$ cat src/rtl/alu_result_stage.sv
// Registered 2-entry skid stage for CLA adder results and flags, plus sticky carry/overflow and a delivered-result count.
// Optional head-entry parity check enabled by ALU_RESULT_PARITY_CHECK_EN.
module alu_result_stage #(
    parameter int WIDTH   = 16,
    parameter int COUNT_W = 8
) (
    input  logic               clk,
    input  logic               rst,
    input  logic               in_valid,
    output logic               in_ready,
    input  logic [WIDTH-1:0]   in_z,
    input  logic               in_zero,
    input  logic               in_sign,
    input  logic               in_carry,
    input  logic               in_parity,
    input  logic               in_overflow,
    output logic               out_valid,
    input  logic               out_ready,
    output logic [WIDTH-1:0]   out_z,
    output logic [4:0]         out_flags,
    input  logic               sticky_clr,
    output logic               sticky_carry,
    output logic               sticky_overflow,
    output logic [COUNT_W-1:0] res_count
`ifdef ALU_RESULT_PARITY_CHECK_EN
    ,
    output logic               parity_err
`endif
);

    typedef enum logic [1:0] {EMPTY, ONE, FULL} state_t;

    state_t           state;
    state_t           state_nxt;
    logic             accept;
    logic             pop;
    logic             load_head;
    logic             load_tail;
    logic             promote;
    logic [4:0]       in_flags;
    logic [WIDTH-1:0] tail_z;
    logic [4:0]       tail_flags;

    assign in_flags  = {in_overflow, in_parity, in_carry, in_sign, in_zero};
    assign in_ready  = (state != FULL);
    assign out_valid = (state != EMPTY);
    assign accept    = in_valid & in_ready;
    assign pop       = out_valid & out_ready;

    always_ff @(posedge clk or posedge rst) begin
        if (rst) begin
            state <= EMPTY;
        end else begin
            state <= state_nxt;
        end
    end

    // Head is written directly on accept whenever it is (or is about to be) free.
    always_comb begin
        state_nxt = state;
        load_head = 1'b0;
        load_tail = 1'b0;
        promote   = 1'b0;
        case (state)
            EMPTY: begin
                if (accept) begin
                    state_nxt = ONE;
                    load_head = 1'b1;
                end
            end
            ONE: begin
                if (accept && pop) begin
                    load_head = 1'b1;
                end else if (accept) begin
                    state_nxt = FULL;
                    load_tail = 1'b1;
                end else if (pop) begin
                    state_nxt = EMPTY;
                end
            end
            FULL: begin
                if (pop) begin
                    state_nxt = ONE;
                    promote   = 1'b1;
                end
            end
            default: state_nxt = EMPTY;
        endcase
    end

    always_ff @(posedge clk or posedge rst) begin
        if (rst) begin
            out_z      <= '0;
            out_flags  <= '0;
            tail_z     <= '0;
            tail_flags <= '0;
        end else begin
            if (load_head) begin
                out_z     <= in_z;
                out_flags <= in_flags;
            end else if (promote) begin
                out_z     <= tail_z;
                out_flags <= tail_flags;
            end
            if (load_tail) begin
                tail_z     <= in_z;
                tail_flags <= in_flags;
            end
        end
    end

    // A same-cycle accept with the flag set overrides the clear.
    always_ff @(posedge clk or posedge rst) begin
        if (rst) begin
            sticky_carry    <= 1'b0;
            sticky_overflow <= 1'b0;
            res_count       <= '0;
        end else begin
            sticky_carry    <= (sticky_carry    & ~sticky_clr) | (accept & in_carry);
            sticky_overflow <= (sticky_overflow & ~sticky_clr) | (accept & in_overflow);
            if (pop) begin
                res_count <= res_count + COUNT_W'(1);
            end
        end
    end

`ifdef ALU_RESULT_PARITY_CHECK_EN
    assign parity_err = out_valid & (out_flags[3] != ~^out_z);
`endif

endmodule
$ cat config.mk
export PLATFORM = sky130hd
export DESIGN_NAME = alu_result_stage
export DESIGN_NICKNAME = d
export VERILOG_FILES = /design/src/rtl/alu_result_stage.sv
export SDC_FILE = /design/constraint.sdc
export NUM_CORES = 1
export LEC_CHECK = 0
export BUFFER_PORTS_ARGS = -buffer_cell sky130_fd_sc_hd__buf_2
export CELL_PAD_IN_SITES_DETAIL_PLACEMENT = 2
export CELL_PAD_IN_SITES_GLOBAL_PLACEMENT = 2
export CORE_ASPECT_RATIO = 1.4
export CORE_UTILIZATION = 35
export DETAILED_ROUTE_END_ITERATION = 16
export PLACE_DENSITY = 0.92
export SLEW_MARGIN = 5
export SYNTH_ARGS = -nofsm -noshare
export SYNTH_HDL_FRONTEND = slang
export SYNTH_SLANG_ARGS = --single-unit
$ cat constraint.sdc
create_clock -name clk -period 2.4 [get_ports clk]
set_clock_uncertainty 0.1 [all_clocks]
set_input_delay 0.24 -clock clk [delete_from_list [all_inputs] [get_ports clk]]
set_output_delay 0.24 -clock clk [all_outputs]
set_load 0.05 [all_outputs]
==> flow_summary.ini <==
[outcome]
outcome = finished with violations
violations = design-rule violations

[cts]
clkTransAtPathRegs_ps = 100
cts_sinks = 54
max-clock-path-buffers = 2
h-tree-depth = 2
cts_tree = done
numCtsBuffers = 5
clock_latency_ps = 310
clock_tree.root_cell = clkbuf_8
ctsResizeCount = 0

[die]
rows = 34
die_w_um = 71.1
io_pins = 59
start_util = 0.369
die-height_um = 98.7
core_um2 = 6340
die-area_um2 = 7020

[global_route]
grt_pass1_wl_um = 10600
grt-busiest-layer = met2
track_usage = 0.198
grt_pass1_vias = 2104
grt_max_degree = 25
use_met2 = 0.374
grt_overflow = 0
grtUsageMet3 = 0.0368
antenna_found_initial = 0
use_met1 = 0.225

[synthesis]
yosys.area.top_type = dfrtp_1
ys_seq_elements = 54
synth.cell_area_um2 = 2340
synthCells = 212
yosysSeqAreaShare = 0.578
synthesis.nets = 239
yosys_warnings = 0
ys_types = 30
post-synth-top-count-cell = dfrtp_1
synthDominantCellAreaShare = 0.578
yosys-top-cells-area = dfrtp_1 (58%), mux2_2 (10%), nand2_1 (7.2%)
synth_edf_count = 0
synth_area_per_cell_um2 = 11.0
synth_ff_type = dfrtp_1
synthArstFlopShare = 1.00
synth_common_cells = dfrtp_1 (54), nand2_1 (45), nor3_1 (23), a31oi_1 (21), mux2_2 (21)

[sta]
whs_ps = 34.0
fmax_ghz = 0.533
tightest_slew_ps = 542
finalMaxSlewViolations = 0
min_period_ps = 1880
fin_setup_tns_ps = 0
finalHoldViolCount = 0
setup_viol = 0
period_share = 0.782
grt_setup_unrepaired = no
slew_headroom = 0.638

[route]
firstDrtPassIters = 10
num_vias = 1807
wirelength_um = 6220
wl_per_cell_um = 18.0
routed_via_density = 5.24
drc = 4
drtIter0Drc = 72
ant_nets = 0

[worst_setup_path]
r2r_slack_ps = 520
cp-start-kind = flop
r2r_end = tail_flags[1]
critPathMaxFanout = 24
crit_path_end_kind = flop
cp.arrival_ps = 1970
crit_required_ps = 2500
r2r_cells = 4
r2r_start = state[1]
critPathKind = reg -> reg

[placement]
port_buffers = 58
dp.final_hpwl_um = 4580
globalplace.congestion = 0.683

[pwr]
power_density_nw_per_um2 = 1220
leakage_nw = 1.32
ir_drop_mv = 0.521

[finish]
nets = 299
seq_area_um2 = 1350
antenna_cells = 0
final_util = 0.445
fill_cells = 675
area_growth_pct = 20.6
drive_above_1_share = 0.366
multiInputGateArea_um2 = 906

[job]
drv_cap = 0

[min_path]
hold_start = sticky_clr
holdPathStages = 2
worst_hold_path.endpoint = sticky_overflow
hold_path.class = in -> reg
[critical path: stages, from the launching register on]
cell      delay [ps]
dfrtp_1          490
nand2b_4         330
nor3b_4          250
buf_4            240
mux2_2           360
[worst max path at each step]
stage,slack (ps),endpoint,startpoint,depth (start not counted)
2_1_floorplan,750,out_flags[0],rst,1
3_3_place_gp,650,tail_flags[0],state[1],4
3_5_place_dp,570,tail_flags[1],state[1],4
4_1_cts,530,tail_flags[1],state[1],4
5_1_grt,430,tail_z[3],state[1],4
6_report,520,tail_flags[1],state[1],4
[final cells by class]
cell class,instances,area share
inverters,3,0.00399
multi-input cells,142,0.321
clock inverters,3,0.0142
well taps,72,0.0319
repair buffers,66,0.125
clock buffers,5,0.0244
flip-flops and latches,54,0.479
[metrics by stage]
step	setup WS (ps)	power, W	area [um^2]	instances
CTS	526	0.00347	2820	345
floorplan	745	0.00247	2340	212
detailed placement	571	0.00285	2700	336
finish	524	0.00343	2820	345
global placement	654	0.00276	2700	336
global route	425	0.00362	2820	345
[registers in the layout (all words and copies together) (netlist names)]
name and flops:
tail_z 16, sticky_overflow 1, out_z 16, sticky_carry 1
state 2, tail_flags 5, res_count 8, out_flags 5
[kinds of logic (layout without fill, tap and decap cells)]
kind of cell,after synthesis,after routing,share of synthesized area
and+or+nand+nor,83,83,0.169
buffers and inverters,16,77,0.0358
adders and majority gates,1,1,0.00535
AOI/OAI and AO/OA,28,28,0.0760
DFF,54,54,0.578
xor gates and xnor gates,7,7,0.0262
muxes,23,23,0.110
[layer usage]
metal / vias to the layer above / wire length [um]
met5: - / 0
met4: 0 / 59
met3: 4 / 176
met2: 39 / 3490
met1: 907 / 2490
li1: 857 / -
[layout by cell type, fill, tap and decap left out, types with 2 or more instances in the layout]
master,Yosys,layout
buf_2,7,58
nor3_1,23,23
or2_2,2,2
xnor2_1,2,2
inv_1,3,2
mux2_2,21,21
clkbuf_8,0,5
nand2_1,45,45
clkinv_2,0,2
xor2_1,5,5
nand3_1,2,2
nand4_1,3,3
a31oi_1,21,21
o21ai_0,2,2
buf_4,0,7
dfrtp_1,54,54
nor2_1,2,2
[repair_timing]
item	CTS	global route
endpoints found under the hold margin	22	0
hold buffers	1	0
setup buffers	0	0
[power breakdown]
part	internal (W)	leakage [nW]	switching, W
Combinational	0.000410	0.630	0.000955
Sequential	0.00123	0.633	0.000225
Clock	0.000308	0.0579	0.000303
(Power assumes the default switching activity.)
